`src/rtl/div_arbiter_pkg.sv`:
```
// ----------------------------------------------------------------------------
// div_pkg
// Shared types and constants for the divider front-end (div_arbiter).
//   XLEN              : datapath width
//   op_e              : RV32M divide opcode, encoded as funct3[1:0]
//   state_e           : front-end FSM states
//   INT_MIN, ALL_ONES : special operand/result values
//   op_is_signed/op_is_rem/abs32 : small decode and magnitude helpers
// ----------------------------------------------------------------------------
package div_pkg;

   localparam int XLEN = 32;

   typedef enum logic [1:0] {
      OP_DIV  = 2'b00,
      OP_DIVU = 2'b01,
      OP_REM  = 2'b10,
      OP_REMU = 2'b11
   } op_e;

   typedef enum logic [1:0] {
      ST_IDLE = 2'b00,
      ST_RUN  = 2'b01,
      ST_RESP = 2'b10
   } state_e;

   localparam logic [XLEN-1:0] INT_MIN  = 32'h8000_0000;
   localparam logic [XLEN-1:0] ALL_ONES = 32'hFFFF_FFFF;

   // DIV and REM are the signed flavours
   function automatic logic op_is_signed(input op_e op);
      return (op == OP_DIV) || (op == OP_REM);
   endfunction

   // REM and REMU return the remainder
   function automatic logic op_is_rem(input op_e op);
      return (op == OP_REM) || (op == OP_REMU);
   endfunction

   // Two's-complement magnitude; INT_MIN maps to 2^31, which is exact unsigned
   function automatic logic [XLEN-1:0] abs32(input logic [XLEN-1:0] v);
      return v[XLEN-1] ? (32'd0 - v) : v;
   endfunction

endpackage

```
`src/rtl/div_arbiter_rr.sv`:
```
// ----------------------------------------------------------------------------
// rr_arbiter
// Round-robin one-hot grant: the first asserted valid at or after ptr,
// wrapping at N. Purely combinational.
//   valid [N-1:0]  : request vector
//   ptr   [PW-1:0] : highest-priority index
//   en             : grant enable; grant is all-zero when low
//   grant [N-1:0]  : one-hot grant
// ----------------------------------------------------------------------------
module rr_arbiter #(
   parameter int N  = 2,
   parameter int PW = (N > 1) ? $clog2(N) : 1
) (
   input  logic [N-1:0]  valid,
   input  logic [PW-1:0] ptr,
   input  logic          en,
   output logic [N-1:0]  grant
);

   logic [PW:0]   sum_s;
   logic [PW-1:0] idx_s;
   logic          found_s;

   // scan from ptr upward with wrap, taking the first valid requester
   always_comb begin
      grant   = {N{1'b0}};
      found_s = 1'b0;
      sum_s   = {(PW+1){1'b0}};
      idx_s   = {PW{1'b0}};
      for (int i = 0; i < N; i++) begin
         sum_s = {1'b0, ptr} + (PW+1)'(i);
         if (sum_s >= (PW+1)'(N)) begin
            sum_s = sum_s - (PW+1)'(N);
         end else begin
            sum_s = sum_s;
         end
         idx_s = sum_s[PW-1:0];
         if (en && !found_s && valid[idx_s]) begin
            grant[idx_s] = 1'b1;
            found_s      = 1'b1;
         end else begin
            found_s = found_s;
         end
      end
   end

endmodule

```
`src/rtl/div_arbiter.sv`:
```
// ----------------------------------------------------------------------------
// div_arbiter
// Shares one unsigned iterative divider among NUM_REQ requesters. Accepts one
// RV32M DIV/DIVU/REM/REMU op at a time (round-robin), resolves divide-by-zero
// and signed overflow locally, feeds the core unsigned magnitudes over a
// level start/done protocol, fixes up signs and returns a tagged result.
//
// Ports
//   clk, rst (sync, active-high), flush (drop in-flight op)
//   req_valid/req_ready[NUM_REQ], req_op[2*NUM_REQ], req_a/req_b[32*NUM_REQ],
//   req_tag[TAG_W*NUM_REQ]                      : requester side
//   resp_valid, resp_ready, resp_data, resp_tag : result side
//   div_start, div_numerator, div_denominator,
//   div_quotient, div_remainder, div_done       : divider core side
//
// Build option: DIV_RESULT_CACHE_EN adds a one-entry result cache keyed on
// {a, b, signedness}; a hit answers without starting the core.
// ----------------------------------------------------------------------------
module div_arbiter
   import div_pkg::*;
#(
   parameter int NUM_REQ = 2,
   parameter int TAG_W   = 4
) (
   input  logic                       clk,
   input  logic                       rst,
   input  logic                       flush,
   input  logic [NUM_REQ-1:0]         req_valid,
   output logic [NUM_REQ-1:0]         req_ready,
   input  logic [2*NUM_REQ-1:0]       req_op,
   input  logic [XLEN*NUM_REQ-1:0]    req_a,
   input  logic [XLEN*NUM_REQ-1:0]    req_b,
   input  logic [TAG_W*NUM_REQ-1:0]   req_tag,
   output logic                       resp_valid,
   input  logic                       resp_ready,
   output logic [XLEN-1:0]            resp_data,
   output logic [TAG_W-1:0]           resp_tag,
   output logic                       div_start,
   output logic [XLEN-1:0]            div_numerator,
   output logic [XLEN-1:0]            div_denominator,
   input  logic [XLEN-1:0]            div_quotient,
   input  logic [XLEN-1:0]            div_remainder,
   input  logic                       div_done
);

   localparam int PTR_W = (NUM_REQ > 1) ? $clog2(NUM_REQ) : 1;

   state_e               state_r, state_nxt_s;
   logic [PTR_W-1:0]     rr_ptr_r, rr_ptr_nxt_s;
   logic [NUM_REQ-1:0]   grant_s;
   logic                 arb_en_s;
   logic                 accept_s;
   logic [PTR_W-1:0]     gidx_s;
   op_e                  sel_op_s;
   logic [XLEN-1:0]      sel_a_s, sel_b_s;
   logic [TAG_W-1:0]     sel_tag_s;
   logic                 sel_sgn_s, sel_rem_s;

   logic [TAG_W-1:0]     tag_r, tag_nxt_s;
   logic                 is_rem_r, is_rem_nxt_s;
   logic                 neg_q_r, neg_q_nxt_s;
   logic                 neg_r_r, neg_r_nxt_s;
   logic [XLEN-1:0]      resp_data_r, resp_data_nxt_s;
   logic [TAG_W-1:0]     resp_tag_r, resp_tag_nxt_s;
   logic                 resp_valid_r, resp_valid_nxt_s;
   logic                 div_start_r, div_start_nxt_s;
   logic [XLEN-1:0]      div_num_r, div_num_nxt_s;
   logic [XLEN-1:0]      div_den_r, div_den_nxt_s;

   logic [XLEN-1:0]      q_fix_s, r_fix_s;
   logic                 hit_s;
   logic [XLEN-1:0]      hit_quo_s, hit_rem_s;

   // accepting only in IDLE, never while flushing or in reset
   assign arb_en_s = (state_r == ST_IDLE) && !flush && !rst;

   rr_arbiter #(.N(NUM_REQ), .PW(PTR_W)) u_rr (
      .valid (req_valid),
      .ptr   (rr_ptr_r),
      .en    (arb_en_s),
      .grant (grant_s)
   );

   assign req_ready = grant_s;
   assign accept_s  = |(grant_s & req_valid);

   // mux the granted requester's fields
   always_comb begin
      gidx_s    = {PTR_W{1'b0}};
      sel_op_s  = OP_DIV;
      sel_a_s   = 32'd0;
      sel_b_s   = 32'd0;
      sel_tag_s = {TAG_W{1'b0}};
      for (int i = 0; i < NUM_REQ; i++) begin
         if (grant_s[i]) begin
            gidx_s    = PTR_W'(i);
            sel_op_s  = op_e'(req_op[i*2 +: 2]);
            sel_a_s   = req_a[i*XLEN +: XLEN];
            sel_b_s   = req_b[i*XLEN +: XLEN];
            sel_tag_s = req_tag[i*TAG_W +: TAG_W];
         end else begin
            gidx_s = gidx_s;
         end
      end
   end

   assign sel_sgn_s = op_is_signed(sel_op_s);
   assign sel_rem_s = op_is_rem(sel_op_s);

   // quotient negated when operand signs differ; remainder follows dividend
   assign q_fix_s = neg_q_r ? (32'd0 - div_quotient)  : div_quotient;
   assign r_fix_s = neg_r_r ? (32'd0 - div_remainder) : div_remainder;

`ifdef DIV_RESULT_CACHE_EN
   logic [XLEN-1:0] a_r, b_r;
   logic            sgn_r;
   logic            cache_valid_r;
   logic [XLEN-1:0] cache_a_r, cache_b_r, cache_q_r, cache_rem_r;
   logic            cache_sgn_r;

   assign hit_s     = cache_valid_r && (cache_a_r == sel_a_s) &&
                      (cache_b_r == sel_b_s) && (cache_sgn_r == sel_sgn_s);
   assign hit_quo_s = cache_q_r;
   assign hit_rem_s = cache_rem_r;

   // raw operands of the op in flight, kept as the cache key
   always_ff @(posedge clk) begin
      if (rst) begin
         a_r   <= 32'd0;
         b_r   <= 32'd0;
         sgn_r <= 1'b0;
      end else if (accept_s) begin
         a_r   <= sel_a_s;
         b_r   <= sel_b_s;
         sgn_r <= sel_sgn_s;
      end
   end

   // single-entry cache, refilled on every core completion
   always_ff @(posedge clk) begin
      if (rst || flush) begin
         cache_valid_r <= 1'b0;
         cache_a_r     <= 32'd0;
         cache_b_r     <= 32'd0;
         cache_sgn_r   <= 1'b0;
         cache_q_r     <= 32'd0;
         cache_rem_r   <= 32'd0;
      end else if ((state_r == ST_RUN) && div_done) begin
         cache_valid_r <= 1'b1;
         cache_a_r     <= a_r;
         cache_b_r     <= b_r;
         cache_sgn_r   <= sgn_r;
         cache_q_r     <= q_fix_s;
         cache_rem_r   <= r_fix_s;
      end
   end
`else
   assign hit_s     = 1'b0;
   assign hit_quo_s = 32'd0;
   assign hit_rem_s = 32'd0;
`endif

   // next-state and next register values
   always_comb begin
      state_nxt_s      = state_r;
      rr_ptr_nxt_s     = rr_ptr_r;
      tag_nxt_s        = tag_r;
      is_rem_nxt_s     = is_rem_r;
      neg_q_nxt_s      = neg_q_r;
      neg_r_nxt_s      = neg_r_r;
      resp_data_nxt_s  = resp_data_r;
      resp_tag_nxt_s   = resp_tag_r;
      resp_valid_nxt_s = resp_valid_r;
      div_start_nxt_s  = div_start_r;
      div_num_nxt_s    = div_num_r;
      div_den_nxt_s    = div_den_r;
      if (flush) begin
         // drop whatever is in flight; flush beats done and handshake
         state_nxt_s      = ST_IDLE;
         resp_valid_nxt_s = 1'b0;
         div_start_nxt_s  = 1'b0;
      end else begin
         case (state_r)
            ST_IDLE: begin
               if (accept_s) begin
                  rr_ptr_nxt_s = (gidx_s == PTR_W'(NUM_REQ-1)) ? {PTR_W{1'b0}}
                                                               : gidx_s + 1'b1;
                  tag_nxt_s    = sel_tag_s;
                  is_rem_nxt_s = sel_rem_s;
                  neg_q_nxt_s  = sel_sgn_s && (sel_a_s[XLEN-1] ^ sel_b_s[XLEN-1]);
                  neg_r_nxt_s  = sel_sgn_s && sel_a_s[XLEN-1];
                  if (sel_b_s == 32'd0) begin
                     resp_data_nxt_s  = sel_rem_s ? sel_a_s : ALL_ONES;
                     resp_tag_nxt_s   = sel_tag_s;
                     resp_valid_nxt_s = 1'b1;
                     state_nxt_s      = ST_RESP;
                  end else if (sel_sgn_s && (sel_a_s == INT_MIN) && (sel_b_s == ALL_ONES)) begin
                     resp_data_nxt_s  = sel_rem_s ? 32'd0 : INT_MIN;
                     resp_tag_nxt_s   = sel_tag_s;
                     resp_valid_nxt_s = 1'b1;
                     state_nxt_s      = ST_RESP;
                  end else if (hit_s) begin
                     resp_data_nxt_s  = sel_rem_s ? hit_rem_s : hit_quo_s;
                     resp_tag_nxt_s   = sel_tag_s;
                     resp_valid_nxt_s = 1'b1;
                     state_nxt_s      = ST_RESP;
                  end else begin
                     div_num_nxt_s   = sel_sgn_s ? abs32(sel_a_s) : sel_a_s;
                     div_den_nxt_s   = sel_sgn_s ? abs32(sel_b_s) : sel_b_s;
                     div_start_nxt_s = 1'b1;
                     state_nxt_s     = ST_RUN;
                  end
               end else begin
                  state_nxt_s = ST_IDLE;
               end
            end
            ST_RUN: begin
               if (div_done) begin
                  resp_data_nxt_s  = is_rem_r ? r_fix_s : q_fix_s;
                  resp_tag_nxt_s   = tag_r;
                  resp_valid_nxt_s = 1'b1;
                  div_start_nxt_s  = 1'b0;
                  state_nxt_s      = ST_RESP;
               end else begin
                  state_nxt_s = ST_RUN;
               end
            end
            ST_RESP: begin
               if (resp_ready) begin
                  resp_valid_nxt_s = 1'b0;
                  state_nxt_s      = ST_IDLE;
               end else begin
                  state_nxt_s = ST_RESP;
               end
            end
            default: begin
               state_nxt_s      = ST_IDLE;
               resp_valid_nxt_s = 1'b0;
               div_start_nxt_s  = 1'b0;
            end
         endcase
      end
   end

   // FSM state register
   always_ff @(posedge clk) begin
      if (rst) begin
         state_r <= ST_IDLE;
      end else begin
         state_r <= state_nxt_s;
      end
   end

   // datapath and registered outputs
   always_ff @(posedge clk) begin
      if (rst) begin
         rr_ptr_r     <= {PTR_W{1'b0}};
         tag_r        <= {TAG_W{1'b0}};
         is_rem_r     <= 1'b0;
         neg_q_r      <= 1'b0;
         neg_r_r      <= 1'b0;
         resp_data_r  <= 32'd0;
         resp_tag_r   <= {TAG_W{1'b0}};
         resp_valid_r <= 1'b0;
         div_start_r  <= 1'b0;
         div_num_r    <= 32'd0;
         div_den_r    <= 32'd0;
      end else begin
         rr_ptr_r     <= rr_ptr_nxt_s;
         tag_r        <= tag_nxt_s;
         is_rem_r     <= is_rem_nxt_s;
         neg_q_r      <= neg_q_nxt_s;
         neg_r_r      <= neg_r_nxt_s;
         resp_data_r  <= resp_data_nxt_s;
         resp_tag_r   <= resp_tag_nxt_s;
         resp_valid_r <= resp_valid_nxt_s;
         div_start_r  <= div_start_nxt_s;
         div_num_r    <= div_num_nxt_s;
         div_den_r    <= div_den_nxt_s;
      end
   end

   assign resp_valid      = resp_valid_r;
   assign resp_data       = resp_data_r;
   assign resp_tag        = resp_tag_r;
   assign div_start       = div_start_r;
   assign div_numerator   = div_num_r;
   assign div_denominator = div_den_r;

endmodule
```
`config.mk`:
```
export PLATFORM = sky130hd
export DESIGN_NAME = div_arbiter
export DESIGN_NICKNAME = d
export VERILOG_FILES = /design/src/rtl/div_arbiter_pkg.sv /design/src/rtl/div_arbiter_rr.sv /design/src/rtl/div_arbiter.sv
export SDC_FILE = /design/constraint.sdc
export NUM_CORES = 1
export LEC_CHECK = 0
export CAP_MARGIN = 20
export CORE_MARGIN = 8
export CORE_UTILIZATION = 45
export CTS_CLUSTER_DIAMETER = 60
export DETAILED_ROUTE_END_ITERATION = 8
export DONT_BUFFER_PORTS = 1
export HOLD_SLACK_MARGIN = 0.1
export PLACE_DENSITY = 0.7
export SLEW_MARGIN = 20
export SYNTH_ARGS = -nofsm -noshare
export SYNTH_HDL_FRONTEND = slang
export SYNTH_SLANG_ARGS = --single-unit
```
`constraint.sdc`:
```
create_clock -name clk -period 5.57 [get_ports clk]
set_input_delay 0.8355 -clock clk [delete_from_list [all_inputs] [get_ports clk]]
set_output_delay 0.8355 -clock clk [all_outputs]
set_load 0.005 [all_outputs]
```
**Word level (Yosys, flattened, before mapping)**

Cells that the tools add are included.

- Register bits: 112
- Output and inout port bits: 104
- Word-level logic and storage cells: 131

- Add/subtract/negate cells: 8
- $lt $le $gt $ge: 6
- Eq/ne operators: 12
- Muxes and demuxes: 59
- Bitwise gates (word level): 7
- Reductions and logical operators: 27

Operators by type and width:

| operator | count |
|---|---|
| two-way mux 32 bit | 17 |
| subtractor 1 x 32 -> 32 bit, first input constant | 4 |
| == test 32 bit, second input constant | 2 |
| one-hot mux 32 bit (2 select lines) | 1 |
| zero test 32 bit | 1 |
| two-way mux 4 bit | 6 |
| two-way mux 1 bit | 20 |
| two-way mux 2 bit | 9 |
| AND reduction 5 bit | 3 |
| logical AND 1 bit | 11 |
| != test 2 bit, second input constant | 5 |
| one-hot mux 4 bit (2 select lines) | 1 |
| == test 2 bit, second input constant | 3 |
| one-hot mux 1 bit (3 select lines) | 2 |
| one-hot mux 2 bit (3 select lines) | 1 |
| zero test 2 bit | 2 |
| < comparator 1 x 2 -> 1 bit, second input constant | 2 |
| NOT 1 bit | 4 |
| AND reduction 4 bit | 1 |
| OR reduction 2 bit | 2 |
| zero test 1 bit | 3 |
| != test 3 x 1 -> 1 bit, second input constant | 1 |
| AND reduction 3 bit | 1 |
| adder 1 x 1 -> 2 bit, second input constant | 1 |
| other kinds (12) | 16 |

**Longest topological paths before layout**

- Word-level depth: 20
- Depth in mapped cells: 20

**Cells and area by module**

Synthesis repeated with hierarchy kept, for this count alone.

- Cell total of the unflattened synthesis: 1203
- Area, all modules: 8598.2 um^2

Modules (own cells, without submodules):

| module | times used | cells each | area each (um^2) | sequential area each (um^2) |
|---|---|---|---|---|
| div_arbiter | 1 | 1198 | 8577.0 | 2242.2 |
| rr_arbiter | 1 | 5 | 21.3 | 0.0 |

**Least setup slack after synthesis**

Ideal clock, no wire load.

- Path type: input -> register
- Start: in req_valid[0]
- End: reg resp_data_r[18], in the netlist resp_data[18]
- Setup time: 0.116 ns
- Arrival: 4.381 ns
- Required time: 5.454 ns
- Path slack: 1.073 ns
- Stages on the path: 20
- Path buffers: 8
- Cell sequence: buf_2 > a21boi_2 > buf_2 > clkbuf_1 > buf_2 > buf_2 > buf_1 > a22oi_1 > nor2_1 > ha_1 > nand3_1 > nor3_1 > nor2_1 > or4bb_1 > nor2_1 > and4_1 > buf_2 > nor2_1 > buf_2 > a31o_2

- Elaborated cells between the ends (all ways): 37

RTL lines:

| what | RTL line | RTL |
|---|---|---|
| start: declaration | div_arbiter.sv:28 | `input logic [NUM_REQ-1:0] req_valid,` |
| two-way mux 1 bit (not written as such) (2 in a row) | div_arbiter_rr.sv:38 | `if (en && !found_s && valid[idx_s]) begin` |
| logical AND 1 bit | div_arbiter_rr.sv:38 |  |
| two-way mux 1 bit | div_arbiter_rr.sv:38 |  |
| zero test 1 bit | div_arbiter_rr.sv:38 |  |
| logical AND 1 bit (2 in a row) | div_arbiter_rr.sv:38 |  |
| two-way mux 2 bit (*) | div_arbiter_rr.sv:38 |  |
| two-way mux 32 bit | div_arbiter.sv:95 | `if (grant_s[i]) begin` |
| two-way mux 32 bit (*) | div_arbiter.sv:95 |  |
| via sel_b_s[0] | div_arbiter.sv:55 | `logic [XLEN-1:0] sel_a_s, sel_b_s;` |
| == test 32 bit / zero test 32 bit (equally long branches) | div_arbiter.sv:197, div_arbiter.sv:192 |  |
| logical AND 1 bit / two-way mux 32 bit (equally long branches) | div_arbiter.sv:197, div_arbiter.sv:192 |  |
| != test 3 x 1 -> 1 bit (no source line) / two-way mux 32 bit (equally long branches) | n/a |  |
| AND reduction 5 bit (no source line) / one-hot mux 32 bit (2 select lines) (equally long branches) | n/a |  |
| end signal: assignment | div_arbiter.sv:274 | `resp_data_r <= resp_data_nxt_s;` |
| end: declaration | div_arbiter.sv:63 | `logic [XLEN-1:0] resp_data_r, resp_data_nxt_s;` |

Mark *: on every way through the listed nets, which the timed path passes. The rest lies on a longest branch. The select of a mux whose other input is x is not followed.
A chain may end at the register's enable or synchronous reset.

**Worst setup path in the final report**

- Start: in req_valid[1]
- End: reg resp_data_r[18], in the netlist resp_data[18]

- Cells in the longest elaborated chain, start to end: 16
- Elaborated cells between the ends (all ways): 37

RTL lines:

| what |
|---|
| branches (longest 16 deep; another with two-way mux 32 bit) |

Parallel ways; which one is timed is not known. The select of a mux whose other input is x is not followed.

==> out/results.txt <==
Global Route Usage Sum: 32.0%
Primary FF master, synth: dfxtp_1
Slew @ Worst Pin: 1.10 ns
max layer used: met4
maxcap violations: 0
synth top area cells: dfxtp_1, a21oi_1, xnor2_1, nor2_1, o21ai_0
pwr dens: 225 mW/mm^2
share of post-route cells with drive strength above 1: 7.21%
main combinational cell family by area after synthesis: compound AO/OA/AOI/OAI gates
Yosys top cell area share: 23.4%
Reg clk slew, reported paths: 0.08 ns
max-slew violation count: 0
CTS resizes: 0
syn_nets: 1528
data arrival time of the worst path: 4.68 ns
Pleak: 3.28 nW
TNS Setup: 0 ns
Post-Layout Cell Count: 1510
Layout area overhead: 4.27%
Die Wd: 162 um
hold crit path type: reg -> reg
post-route ant nets: 0
Clock Latency Late Sink: 0.37 ns
core area: 0.0210 mm^2
Warnings, synthesis: 0
adder-cell share of the synthesized area: 0.652%
global-route wire length before repair: 64800 um
Commonest cells post-synth: a21oi_1, nor2_1, dfxtp_1
DRT Wirelength: 44200 um
CTS Sinks: 112
hpwl dp: 35100 um
number of buffers added on ports: 0
syn avg cell area: 7.31 um^2
met2 WL: 18600 um
status: complete, no violations
met3 WL post-DR: 6740 um
CP Capture Type: flop
final worst-path cycle share: 79.4%
multiplexer area fraction after synthesis: 0.939%
dpl cells: 1494
Setup Skew: 0.0111 ns
Yosys top cell by area: dfxtp_1
full die area: 0.0262 mm^2
drt initial violations: 1741
Critical Setup Path Class: in -> reg
xor/xnor share of the synthesized area: 9.13%
number of synthesized flops with an enable pin: 0
worst-path fanout max: 36
Overflow after GRT: 0
Ant. Diodes: 0
clock tree from TritonCTS: built
startpoint class of the critical path: input pin
chip height: 162 um
vias per cell: 7.30
Starting Density: 45.8%
Min Clock Period, post-route: 4.42 ns
Hold Buf Count CTS: 0
highest clock rate: 226 MHz
Compound-Gate Fraction of Synth Area: 40.2%
clock buffer count from CTS: 9
DR DRC count: 0
GP Congestion: 1.06
post-synthesis sequential area ratio: 23.4%
asr flop ratio synth: 0%
wire length on met1: 16900 um
clk buf depth: 2
Final Hold Viols: 0
fraction of the mapped netlist area in simple logic gates: 19.9%
# setup viols final: 0
NumNets Final: 1446
First-pass DRT Iterations: 6
Synth Register Bits: 112
root buffer cell: clkbuf_16
unrepaired setup endpoints after global routing: false
I/O pins: 315
cell area after synthesis: 0.00959 mm^2
Yosys cell types: 78
postcts setup bufs: 0
via count: 11000
most frequent cell after synthesis: a21oi_1
vias in the first global route: 9910
pin count of the biggest net entering global routing: 78
# rows: 53
H-tree levels: 3
cell count after synthesis: 1312
WL per Instance: 29.3 um
Req. time, crit path: 5.83 ns
worst relative slew slack: 26.8%
initial antenna violation count: 0
Max VDD drop: 0.143 mV
metrics by stage:
step           utilization, %  hold WS (ns)  instance area, um^2  setup slack [ns]  power (mW)
2_1_floorplan               -         0.453                 9590              1.07        1.39
3_3_place_gp             46.2         0.476                 9680             0.955        1.57
3_5_place_dp             46.2         0.481                 9680             0.828        1.57
4_1_cts                  47.7         0.496                 9990              1.21        2.24
5_1_grt                  47.7         0.513                10000             0.939        2.34
6_report                 47.7         0.494                10000              1.15        2.25
cell type report:
cell class,instances,area (um^2)
well taps,275,344
clock inverters,7,86.3
repair buffers,28,223
fillers,2125,11000
multi-input cells,1065,6830
inverters,14,53.8
flip-flops and latches,112,2240
clock buffers,9,225
kinds of logic (layout without fill, tap and decap cells):
family / count (synthesis) / count (layout)
and+or+nand+nor: 388 / 388
xor gates and xnor gates: 100 / 100
buffers and inverters: 135 / 58
muxes: 9 / 9
DFF: 112 / 112
adders and majority gates: 5 / 5
AOI/OAI and AO/OA: 563 / 563
state kept, by name, indices dropped and copies added, names as in the netlist, 2 cells and up:
| register | flops |
|---|---|
| div_numerator | 32 |
| tag_r | 4 |
| resp_tag | 4 |
| resp_data | 32 |
| state_r | 2 |
| div_denominator | 32 |
worst paths after layout:
kind | endpoint | start | slack (ns) | depth (start not counted)
setup / recovery | resp_data[18] | req_valid[1] | 1.15 | 10
hold / removal | div_denominator[12] | div_denominator[12] | 0.49 | 2
setup reg to reg | resp_data[19] | rr_ptr_r | 1.23 | 9
hold reg to reg | div_denominator[12] | div_denominator[12] | 0.49 | 2
power by group:
group / switching, mW / total (mW) / internal [mW]
Clock: 0.353 / 0.676 / 0.323
Combinational: 0.420 / 0.656 / 0.236
Sequential: 0.0613 / 0.920 / 0.858
Total: 0.834 / 2.25 / 1.42
layout by cell type, fill, tap and decap left out, types with 14 or more instances in the layout:
| master | count |
|---|---|
| a211oi_1 | 26 |
| a21oi_1 | 128 |
| a22oi_1 | 46 |
| a31o_2 | 22 |
| a31oi_1 | 30 |
| buf_4 | 27 |
| dfxtp_1 | 112 |
| nand2_1 | 82 |
| nand3_1 | 34 |
| nor2_1 | 122 |
| nor3_1 | 34 |
| o211ai_1 | 14 |
| o21a_1 | 19 |
| o21ai_0 | 90 |
| o22ai_1 | 15 |
| o31ai_1 | 50 |
| o41ai_1 | 19 |
| or4_1 | 21 |
| xnor2_1 | 60 |
| xor2_1 | 40 |
critical path, stage by stage:
cell and delay [ns]:
inv_1 0.53, nor2_4 0.24, buf_4 0.28, a22oi_1 0.65, a31oi_1 0.31, nor3_1 0.55, and4_1 0.28, buf_4 0.36
nor2_1 0.31, a31o_2 0.32
layer usage:
layer	track usage (%)	vias to the layer above
met3	11.1	118
met5	0	-
li1	-	4876
met1	41.7	5194
met2	47.6	834
met4	12.0	0
No activity file was read; power rests on OpenSTA's default activity.
